[src/rtl/qea_host_ctrl.sv]
// Host-side sequencer for the QEA core: loads gate context, seeds the state RAM
// with |0...0>, launches a run, watches for completion/timeout and streams the final state out.
module qea_host_ctrl #(
  parameter int PE_NUM_WIDTH            = 2,
  parameter int PE_NUM                  = 4,
  parameter int STATE_DATA_WIDTH        = 64,
  parameter int STATE_ADDR_WIDTH        = 16,
  parameter int GATE_CONTEXT_DATA_WIDTH = 64,
  parameter int GATE_CONTEXT_ADDR_WIDTH = 16,
  parameter int MAX_QBIT_WIDTH          = 6,
  parameter int NUM_FRAC_BIT            = 30,
  parameter int RD_LATENCY              = 1,
  parameter int TIMEOUT_WIDTH           = 32
) (
  input  logic                                 clk,
  input  logic                                 rst_n,
  input  logic                                 i_cmd_start,
  input  logic [MAX_QBIT_WIDTH-1:0]            i_qbit_num,
  input  logic [GATE_CONTEXT_ADDR_WIDTH-1:0]   i_ins_num,
  input  logic [TIMEOUT_WIDTH-1:0]             i_timeout,
  input  logic                                 i_ctx_valid,
  output logic                                 o_ctx_ready,
  input  logic [GATE_CONTEXT_DATA_WIDTH-1:0]   i_ctx_data,
  output logic                                 o_rd_valid,
  input  logic                                 i_rd_ready,
  output logic [PE_NUM*STATE_DATA_WIDTH-1:0]   o_rd_data,
  output logic [STATE_ADDR_WIDTH-1:0]          o_rd_addr,
  output logic                                 o_busy,
  output logic                                 o_done,
  output logic                                 o_err,
  output logic                                 o_qea_start,
  output logic [MAX_QBIT_WIDTH-1:0]            o_qea_qbit_num,
  output logic                                 o_qea_ctx_en,
  output logic                                 o_qea_ctx_wea,
  output logic [GATE_CONTEXT_ADDR_WIDTH-1:0]   o_qea_ctx_addr,
  output logic [GATE_CONTEXT_DATA_WIDTH-1:0]   o_qea_ctx_data,
  output logic                                 o_qea_state_ena,
  output logic                                 o_qea_state_wea,
  output logic [STATE_ADDR_WIDTH-1:0]          o_qea_state_addra,
  output logic [PE_NUM*STATE_DATA_WIDTH-1:0]   o_qea_state_dina,
  input  logic                                 i_qea_complete,
  input  logic [PE_NUM*STATE_DATA_WIDTH-1:0]   i_qea_state_dout
);

  localparam int RAM_DW    = PE_NUM * STATE_DATA_WIDTH;
  localparam int HALF_W    = STATE_DATA_WIDTH / 2;
  localparam int LAT_W     = $clog2(RD_LATENCY + 1);
  localparam int CW        = GATE_CONTEXT_ADDR_WIDTH + 1;
  localparam int SW        = STATE_ADDR_WIDTH + 1;
  // Amplitude 1.0 in fixed point, placed in the real half of the top PE slot.
  localparam logic [HALF_W-1:0] ONE_FX    = {{(HALF_W-1){1'b0}}, 1'b1} << NUM_FRAC_BIT;
  localparam logic [RAM_DW-1:0] INIT_WORD = {ONE_FX, {(RAM_DW-HALF_W){1'b0}}};
  localparam logic [CW-1:0]     CTX_ONE   = {{(CW-1){1'b0}}, 1'b1};
  localparam logic [SW-1:0]     ST_ONE    = {{(SW-1){1'b0}}, 1'b1};

  typedef enum logic [2:0] {
    S_IDLE, S_LOAD_CTX, S_INIT_STATE, S_START, S_RUN, S_READOUT, S_DONE
  } state_t;

  state_t state, state_nxt;

  logic [MAX_QBIT_WIDTH-1:0]          qbit_q;
  logic [GATE_CONTEXT_ADDR_WIDTH-1:0] ins_q;
  logic [TIMEOUT_WIDTH-1:0]           timeout_q, run_cnt;
  logic [CW-1:0]                      ctx_cnt;
  logic [SW-1:0]                      st_cnt, last_addr;
  logic [MAX_QBIT_WIDTH-1:0]          addr_bits;
  logic [LAT_W-1:0]                   lat_cnt;
  logic                               rd_issue, err_done;
  logic                               accept, qbit_ok, ctx_hs, ctx_last, st_last, rd_hs, timed_out;

  assign accept    = (state == S_IDLE) && i_cmd_start;
  assign qbit_ok   = (int'(i_qbit_num) > PE_NUM_WIDTH) &&
                     (int'(i_qbit_num) <= PE_NUM_WIDTH + STATE_ADDR_WIDTH);
  assign addr_bits = qbit_q - MAX_QBIT_WIDTH'(PE_NUM_WIDTH);
  assign last_addr = (ST_ONE << addr_bits) - ST_ONE;
  assign st_last   = (st_cnt == last_addr);
  assign ctx_hs    = i_ctx_valid && o_ctx_ready;
  assign ctx_last  = ((ctx_cnt + CTX_ONE) == {1'b0, ins_q});
  assign rd_hs     = o_rd_valid && i_rd_ready;
  assign timed_out = (timeout_q != '0) && (run_cnt == timeout_q - TIMEOUT_WIDTH'(1));
  assign o_qea_qbit_num = qbit_q;

  // NOTE: every signal driven here is given a default first, so no path leaves it
  // unassigned and no latch is inferred.
  always_comb begin
    state_nxt         = state;
    o_busy            = (state != S_IDLE);
    o_done            = (state == S_DONE) || err_done;
    o_qea_start       = (state == S_START);
    o_ctx_ready       = 1'b0;
    o_qea_ctx_en      = 1'b0;
    o_qea_ctx_wea     = 1'b0;
    o_qea_ctx_addr    = '0;
    o_qea_ctx_data    = '0;
    o_qea_state_ena   = 1'b0;
    o_qea_state_wea   = 1'b0;
    o_qea_state_addra = '0;
    o_qea_state_dina  = '0;
    unique case (state)
      S_IDLE: if (accept && qbit_ok) state_nxt = S_LOAD_CTX;
      S_LOAD_CTX: begin
        o_ctx_ready = (ctx_cnt < {1'b0, ins_q});
        if (ctx_hs) begin
          o_qea_ctx_en   = 1'b1;
          o_qea_ctx_wea  = 1'b1;
          o_qea_ctx_addr = ctx_cnt[GATE_CONTEXT_ADDR_WIDTH-1:0];
          o_qea_ctx_data = i_ctx_data;
        end
        if (ins_q == '0 || (ctx_hs && ctx_last)) state_nxt = S_INIT_STATE;
      end
      S_INIT_STATE: begin
        o_qea_state_ena   = 1'b1;
        o_qea_state_wea   = 1'b1;
        o_qea_state_addra = st_cnt[STATE_ADDR_WIDTH-1:0];
        o_qea_state_dina  = (st_cnt == '0) ? INIT_WORD : '0;
        if (st_last) state_nxt = S_START;
      end
      S_START: state_nxt = S_RUN;
      S_RUN: begin
        // The core's complete flag may still be stale in the first cycle after start.
        if (i_qea_complete && run_cnt != '0) state_nxt = S_READOUT;
        else if (timed_out)                  state_nxt = S_DONE;
      end
      S_READOUT: begin
        if (rd_issue) begin
          o_qea_state_ena   = 1'b1;
          o_qea_state_addra = st_cnt[STATE_ADDR_WIDTH-1:0];
        end
        if (rd_hs && st_last) state_nxt = S_DONE;
      end
      S_DONE:  state_nxt = S_IDLE;
      default: state_nxt = S_IDLE;
    endcase
  end

  // NOTE: all state-holding registers use non-blocking assignments so every flop
  // samples pre-edge values regardless of statement order.
  always_ff @(posedge clk) begin
    if (!rst_n) begin
      state      <= S_IDLE;
      qbit_q     <= '0;
      ins_q      <= '0;
      timeout_q  <= '0;
      run_cnt    <= '0;
      ctx_cnt    <= '0;
      st_cnt     <= '0;
      lat_cnt    <= '0;
      rd_issue   <= 1'b0;
      err_done   <= 1'b0;
      o_err      <= 1'b0;
      o_rd_valid <= 1'b0;
      o_rd_data  <= '0;
      o_rd_addr  <= '0;
    end else begin
      state    <= state_nxt;
      err_done <= accept && !qbit_ok;
      case (state)
        S_IDLE: if (accept) begin
          o_err   <= !qbit_ok;
          ctx_cnt <= '0;
          st_cnt  <= '0;
          if (qbit_ok) begin
            qbit_q    <= i_qbit_num;
            ins_q     <= i_ins_num;
            timeout_q <= i_timeout;
          end
        end
        S_LOAD_CTX:   if (ctx_hs) ctx_cnt <= ctx_cnt + CTX_ONE;
        S_INIT_STATE: st_cnt <= st_last ? '0 : st_cnt + ST_ONE;
        S_START:      run_cnt <= '0;
        S_RUN: begin
          if (run_cnt != '1) run_cnt <= run_cnt + TIMEOUT_WIDTH'(1);
          if (state_nxt == S_READOUT) rd_issue <= 1'b1;
          if (state_nxt == S_DONE)    o_err    <= 1'b1;
        end
        S_READOUT: begin
          if (rd_issue) begin
            rd_issue <= 1'b0;
            lat_cnt  <= LAT_W'(RD_LATENCY);
          end else if (lat_cnt != '0) begin
            lat_cnt <= lat_cnt - LAT_W'(1);
            if (lat_cnt == LAT_W'(1)) begin
              o_rd_valid <= 1'b1;
              o_rd_data  <= i_qea_state_dout;
              o_rd_addr  <= st_cnt[STATE_ADDR_WIDTH-1:0];
            end
          end else if (rd_hs) begin
            o_rd_valid <= 1'b0;
            if (!st_last) begin
              st_cnt   <= st_cnt + ST_ONE;
              rd_issue <= 1'b1;
            end
          end
        end
        default: ;
      endcase
    end
  end

endmodule

[config.mk]
export PLATFORM = sky130hd
export DESIGN_NAME = qea_host_ctrl
export DESIGN_NICKNAME = d
export VERILOG_FILES = /design/src/rtl/qea_host_ctrl.sv
export SDC_FILE = /design/constraint.sdc
export NUM_CORES = 1
export LEC_CHECK = 0
export CAP_MARGIN = 20
export CORE_AREA = 4 4 393 395
export CTS_BUF_LIST = sky130_fd_sc_hd__clkbuf_4
export DETAILED_ROUTE_END_ITERATION = 10
export DIE_AREA = 0 0 397 399
export SYNTH_ARGS = -nofsm -noshare
export SYNTH_HDL_FRONTEND = slang
export SYNTH_SLANG_ARGS = --single-unit
[constraint.sdc]
create_clock -name clk -period 5 [get_ports clk]
set_input_delay 1 -clock clk [delete_from_list [all_inputs] [get_ports clk]]
set_output_delay 1 -clock clk [all_outputs]
set_load 0.1 [all_outputs]
==> results of run 1 <==
## Yosys cell counts, types with 3 or more instances
library cell	number
o21ai_0	48
or3_1	20
a21o_1	8
o22ai_1	3
a21oi_1	379
buf_4	257
a2111oi_0	4
mux2i_1	14
o221a_2	3
and4_1	7
nand2_1	714
nor3_1	39
and3_1	10
a21boi_0	3
o2111ai_1	5
o31ai_1	7
o211ai_1	11
nand3_1	52
nand3b_1	15
buf_6	3
buf_2	3
dfxtp_1	400
nor4b_1	5
and2_1	101
inv_1	49
o21a_1	5
nor4_1	23
nor2_1	105
xor2_1	41
clkbuf_1	174
nor2b_1	14
nand4_1	23
or4_1	14
or2_2	8
xnor2_1	54
a31oi_1	12
a211oi_1	3
nand4b_1	6
a211o_1	3
ha_1	25
a32oi_1	5
nand2b_1	13
## sequential cells by signal, summed over array words and instances, names as in the netlist, 6 cells and up
| name | flops |
|---|---|
| o_qea_qbit_num | 6 |
| o_rd_data | 256 |
| run_cnt | 32 |
| ins_q | 16 |
| timeout_q | 32 |
| st_cnt | 17 |
| o_rd_addr | 16 |
| ctx_cnt | 17 |
## worst reg2reg max path, delay by kind of cell, from the launching register on
| family | cells | cell delay [ns] |
|---|---|---|
| simple gates | 7 | 1.76 |
| compound gates | 4 | 0.75 |
| fa+ha+maj | 2 | 0.72 |
| buf+inv | 3 | 0.65 |
| flops | 1 | 0.32 |
## cells in the final DEF (no fill, tap or decap), types with 9 or more instances in the layout
master	n
nand4_1	23
dfxtp_1	397
clkinv_1	32
xnor2_1	54
conb_1	255
and2_1	101
o211ai_1	11
nand2b_1	13
and3_1	9
xor2_1	41
clkbuf_4	171
buf_4	172
ha_1	25
or3_1	20
nor3_1	39
o21ai_0	48
buf_6	27
or4_1	14
nor2b_1	14
nand3b_1	15
nor2_1	104
nand2_1	713
buf_12	15
diode_2	26
a21oi_1	378
clkdlybuf4s50_1	591
inv_1	47
nor4_1	23
mux2i_1	14
nand3_1	52
a31oi_1	12
## logic make-up (layout without fill, tap and decap cells)
logic type / after synthesis / after routing
AO/OA/AOI/OAI: 527 / 527
XOR/XNOR: 95 / 95
adder cells (fa/ha/maj): 25 / 25
buffers and inverters: 488 / 1083
flip-flops: 400 / 400
multiplexers: 16 / 16
other: 1 / 281
AND/OR/NAND/NOR: 1187 / 1187
## cell type report
class / instances / area (um^2)
timing repair buffer: 810 / 7950
antenna: 26 / 65.1
tap: 2030 / 2540
inverter: 49 / 191
clock inverter: 53 / 419
clock buffer: 171 / 1280
multi-input combinational: 2105 / 10700
fill: 16900 / 120000
sequential: 400 / 8010
## how the worst max path moves through the flow
stage | startpoint | cells after the start | to | slack [ns]
3_3_place_gp | o_qea_qbit_num[2]$_SDFFE_PN0P_ | 16 | st_cnt[6]$_SDFFE_PN0P_ | 0.78
6_report | ins_q[10]$_SDFFE_PN0P_ | 11 | o_qea_ctx_addr[5] | 0.33
2_1_floorplan | state[2]$_SDFF_PN0_ | 6 | o_qea_state_addra[10] | 0.13
3_5_place_dp | o_qea_qbit_num[1]$_SDFFE_PN0P_ | 17 | st_cnt[6]$_SDFFE_PN0P_ | 0.77
4_1_cts | ins_q[10]$_SDFFE_PN0P_ | 11 | o_qea_ctx_data[53] | 0.01
5_1_grt | ins_q[1]$_SDFFE_PN0P_ | 12 | o_qea_ctx_data[58] | -0.02
## what timing repair did
action                                  4_1_cts  5_1_grt
endpoints found under the setup margin       60       69
gates cloned                                  0        1
gates resized for setup                       2       29
## routing by layer
metal / GRT usage (%) / wire length, um / vias to the layer above
met1: 15.8 / 44500 / 10000
met5: 0 / 258 / -
li1: - / - / 10200
met4: 5.40 / 4300 / 40
met3: 6.08 / 11600 / 215
met2: 19.2 / 47200 / 912
## through the flow
step	TNS [ns]	utilization, %
2_1_floorplan	0	-
3_3_place_gp	0	19.2
3_5_place_dp	0	19.3
4_1_cts	0	20.5
5_1_grt	-0.0334	20.6
6_report	0	20.6
## where the power goes
| part | total (W) | switching, W | internal (W) |
|---|---|---|---|
| Clock | 0.00361 | 0.00180 | 0.00181 |
| Sequential | 0.00324 | 0.0000339 | 0.00321 |
| Combinational | 0.00176 | 0.00131 | 0.000449 |
| Total | 0.00861 | 0.00314 | 0.00547 |
==> qor.yml, run 1 <==
status: "complete, no violations"
die_w_um: 397
hold_viol: 0
areaGrowthSynthToFinish_pct: 51.7
worstPathCellList: "inv_1 -> ha_1 -> a21o_1 -> a21o_1 -> a21oi_2 -> o2111a_1 -> o211ai_1 -> inv_2 -> clkbuf_16 -> and2_1 -> buf_6"
row_count: 143
maxCapViolations: 0
core_region_area_mm2: 0.151
place_inst: 5393
dieHeight_um: 399
synthFlopType: "dfxtp_1"
gr-total-overflow: 0
start_util_pct: 13.6
synth_edf_count: 0
synth_cell_types: 80
drtPass1Iterations: 5
avgRoutedWirePerCell_um: 19.1
critPathMaxStageDelay_ns: 0.42
cp.buffers_inverters: 4
synth_mux_area_share_pct: 0.793
synthTopCellsByArea: "dfxtp_1, nand2_1, buf_4"
ys_warn_count: 0
p_leak_nw: 11.2
finalPower_w: 0.00861
dieArea_mm2: 0.158
wl_um: 108000
reg2reg_from: "o_qea_qbit_num[1]$_SDFFE_PN0P_"
required_ns: 4.00
grt_pass1_vias: 20100
synth_top_family_by_area: "simple AND/OR/NAND/NOR gates"
whs_endpoint: "o_rd_data[115]$_SDFFE_PN0P_"
cts_buffers: 132
yosysSeqAreaShare_pct: 39.0
dp_hpwl_um: 85300
synth_cells: 2739
syn-cell-area_mm2: 0.0205
synth_seq_cells: 400
hold_depth: 3
io_buffers: 764
whs_ns: 0.371
clkTransAtPathRegs_ns: 0.07
async_flop_share_pct: 0
critPathKind: "register to output pin"
reg2reg_depth: 16
antenna_found_initial: 54
synthAdderAreaFrac_pct: 1.52
hp-class: "input port to register"
vias_per_cell: 3.80
cts-root-buf: "clkbuf_4"
cts_tree: "built"
grt_pass1_wl_um: 147000
route.vias.total: 21400
nets: 3903
grt_max_degree: 155
fin_ws_ns: 0.332
worst_slew_pin_slew_ns: 1.21
clkSinkCount: 400
drt_iter0_markers: 1427
cts_hold_buf: 0
fin_crit_ns: 4.67
htreeDepth: 4
cp_slowest_cell: "dfxtp_1"
fin_crit_sh_pct: 93.4
antenna_left: 0
drc: 0
arrival_ns: 3.67
fin_skew_ns: 0.109
slew_violations: 0
setup_violations: 0
avgSynthCellArea_um2: 7.49
clk_path_buf_depth: 3
routabilityCongestion: 0.884
placed_area_mm2: 0.0292
clock_latency_ns: 1.18
min_from: "i_qea_state_dout[115]"
stdcell_area_mm2: 0.0311
synthSimpleGateAreaFrac_pct: 26.3
path_max_fanout: 39
ff2ff_setup_slack_ns: 0.70
synth_area_leader_cell: "dfxtp_1"
r2r-end: "st_cnt[3]$_SDFFE_PN0P_"
post-place-ws_ns: 0.766
relSlewSlack_pct: 19.0
ir_worst_vdd_mv: 0.166
post_cts_buffers: 0
p_per_area_mw_per_mm2: 277
final-instance-count-excl-fill: 5644
startpoint_type: "register"
drive_gt1_share_pct: 12.5
synth_xor_area_share_pct: 4.05
grtUsageTotal_pct: 12.9
io_pins: 1020
end_kind: "output pin"
critPathTopFamily: "compound AO/OA/AOI/OAI gates"
synth_compound_area_share_pct: 14.5
critPathMostFrequentCell: "a21o_1"
synth_top_area_share_pct: 39.0
fmax_mhz: 214
Note: power is estimated with default switching activity, not from simulation.
==> run 2: changes to the inputs <==
CORE_AREA = 4 4 394 396   (was 4 4 393 395)
DIE_AREA = 0 0 398 400   (was 0 0 397 399)
==> qor.yml, run 2 (synthesis results as in run 1) <==
status: "complete, no violations"
drive_gt1_share_pct: 12.3  # -0.22 points
end_kind: "output pin"
nets: 3900  # -0.077%
io_buffers: 764  # unchanged
drc: 0  # unchanged
routabilityCongestion: 0.871  # -1.5%
p_seq_share_pct: 38.1  # +0.4 points
fmax_mhz: 215  # +0.54%
clk_path_buf_depth: 3  # unchanged
wl_um: 113000  # +4.3%
maxCapViolations: 0  # unchanged
final_cell_mix: "nand2_1, clkdlybuf4s50_1, dfxtp_1, a21oi_1, conb_1"
clkTransAtPathRegs_ns: 0.06  # about the same
fin_crit_sh_pct: 92.9  # -0.50 points
cts_buffers: 133  # +0.76%
top_register: "o_rd_data"
grtUsageTotal_pct: 13.3  # +0.44 points
dieHeight_um: 400  # +0.25%
gr-total-overflow: 0  # unchanged
cp_slowest_cell: "dfxtp_1"
dp_hpwl_um: 90300  # +5.8%
p_int_w: 0.00542  # -0.96%
worstPathCellList: "inv_1 -> ha_1 -> a21o_1 -> a21o_1 -> a21oi_1 -> o2111a_1 -> o211ai_1 -> inv_2 -> buf_4 -> and2_1 -> buf_4"
ir_worst_vdd_mv: 0.135  # -18%
die_w_um: 398  # +0.25%
row_count: 143  # unchanged
clkSinkCount: 400  # unchanged
hold_viol: 0  # unchanged
avgRoutedWirePerCell_um: 20.0  # +4.5%
reg2reg_from: "o_qea_qbit_num[1]$_SDFFE_PN0P_"
relSlewSlack_pct: 22.1  # +3.0 points
combPwrFrac_pct: 20.8  # +0.4 points
gr-usage-met1_pct: 16.0  # +0.22 points
final-instance-count-excl-fill: 5635  # -0.16%
antenna_left: 0  # unchanged
critPathMaxStageDelay_ns: 0.41  # about the same
pwr-share-clk_pct: 41.1  # -0.8 points
place_inst: 5389  # -0.074%
placed_area_mm2: 0.0291  # -0.37%
largest_reg_flops: 256  # unchanged
required_ns: 4.00  # about the same
fin_crit_ns: 4.64  # -0.0251 ns
layout_commonest_cell: "nand2_1"
min_from: "o_rd_data[169]$_SDFFE_PN0P_"
grt.busiest_layer: "met2"
use_met2_pct: 20.7  # +1.6 points
io_pins: 1020  # unchanged
p_per_area_mw_per_mm2: 276  # -0.26%
largestRegisters: "o_rd_data x256, run_cnt x32, timeout_q x32"
clock_latency_ns: 1.07  # -0.11 ns
cts_hold_buf: 0  # unchanged
htreeDepth: 4  # unchanged
vias_per_cell: 3.79  # -0.10%
cts_tree: "built"
hp-class: "register to register"
finalPower_w: 0.00851  # -1.2%
stdcell_area_mm2: 0.0308  # -0.95%
path_max_fanout: 16  # -59%
power_switching_w: 0.00309  # -1.6%
worst_slew_pin_slew_ns: 1.17  # -0.0456 ns
critPathKind: "register to output pin"
setup_violations: 0  # unchanged
fin_skew_ns: 0.0819  # -0.0269 ns
critPathLaunch: "ins_q[10]$_SDFFE_PN0P_"
cp.buffers_inverters: 4  # unchanged
grt_pass1_wl_um: 151000  # +3.0%
arrival_ns: 3.64  # -0.03 ns
startpoint_type: "register"
cts-root-buf: "clkbuf_4"
dieArea_mm2: 0.159  # +0.50%
start_util_pct: 13.5  # -0.032 points
grt_pass1_vias: 19900  # -1.1%
slew_violations: 0  # unchanged
utilization_pct: 20.3  # -0.24 points
areaGrowthSynthToFinish_pct: 50.3
route.vias.total: 21400  # -0.26%
grtUsageMet3_pct: 6.38  # +0.29 points
drtPass1Iterations: 5  # unchanged
post_cts_buffers: 0  # unchanged
drt_iter0_markers: 1390  # -2.6%
core_region_area_mm2: 0.152  # +0.24%
grt_max_degree: 143  # -7.7%
p_sw_share_pct: 36.4  # -0.16 points
setup_tns_ns: 0  # unchanged
antenna_found_initial: 50  # -7.4%
p_leak_nw: 11.1  # -0.99%
critPathTopFamily: "compound AO/OA/AOI/OAI gates"
[run 2: cell count changes in the layout (fill, tap and decap cells not counted), moves of 2 or more]
| cell | previous run | this run |
|---|---|---|
| buf_6 | 27 | 3 |
| buf_4 | 172 | 192 |
| diode_2 | 26 | 17 |
| clkdlybuf4s50_1 | 591 | 598 |
| buf_12 | 15 | 10 |
| clkbuf_4 | 171 | 176 |
| clkinv_8 | 5 | 0 |
| clkinvlp_4 | 0 | 4 |
| clkinv_2 | 3 | 6 |
| dfxtp_1 | 397 | 399 |
| dfxtp_2 | 3 | 1 |
| inv_12 | 2 | 0 |
| inv_8 | 5 | 3 |
[run 2: per-layer routing]
layer | vias up | part of all wire (%)
met2 | 872 | 45
met1 | 10000 | 41
met4 | 38 | 2.8
li1 | 10200 | -
met3 | 189 | 11
met5 | - | 0.21
[run 2: metrics by stage]
stage,setup slack [ns],hold WS [ns]
finish,0.357,0.452
global route,-0.000992,0.324
CTS,0.0139,0.228
detailed placement,0.610,0.446
global placement,0.652,0.440
floorplan,0.128,0.454
[run 2: tightest hold or removal path, stage by stage, from the launching register on]
cell	delay, ns
dfxtp_1	0.30
nand2_1	0.05
a21oi_1	0.05
[run 2: cell type report]
cell class              instances  area, um^2
clock inverters                52         315
diodes                         17        42.5
multi-input cells            2105       10700
clock buffers                 176        1320
fillers                     17000      121000
well taps                    2030        2540
flip-flops and latches        400        8010
inverters                      49         191
repair buffers                806        7740
[run 2: power by group through the flow]
stage	clock network (W)	logic, W	registers [W]
after floorplan	0	0.00144	0.00331
after global placement	0	0.00174	0.00331
after detailed placement	0	0.00175	0.00331
after CTS	0.00372	0.00176	0.00324
after global routing	0.00388	0.00184	0.00325
final	0.00350	0.00177	0.00324
[run 2: repair_timing]
item                                    in CTS  in global routing
resized for setup                            3                  5
cloned                                       0                  0
endpoints found under the setup margin      74                 50
[run 2: worst paths after layout]
kind	to	slack, ns	depth (start not counted)
worst max-delay path	o_qea_ctx_addr[6]	0.36	11
worst min register to register	o_rd_data[169]$_SDFFE_PN0P_	0.45	2
worst max register to register	st_cnt[3]$_SDFFE_PN0P_	0.60	16
worst min-delay path	o_rd_data[169]$_SDFFE_PN0P_	0.45	2
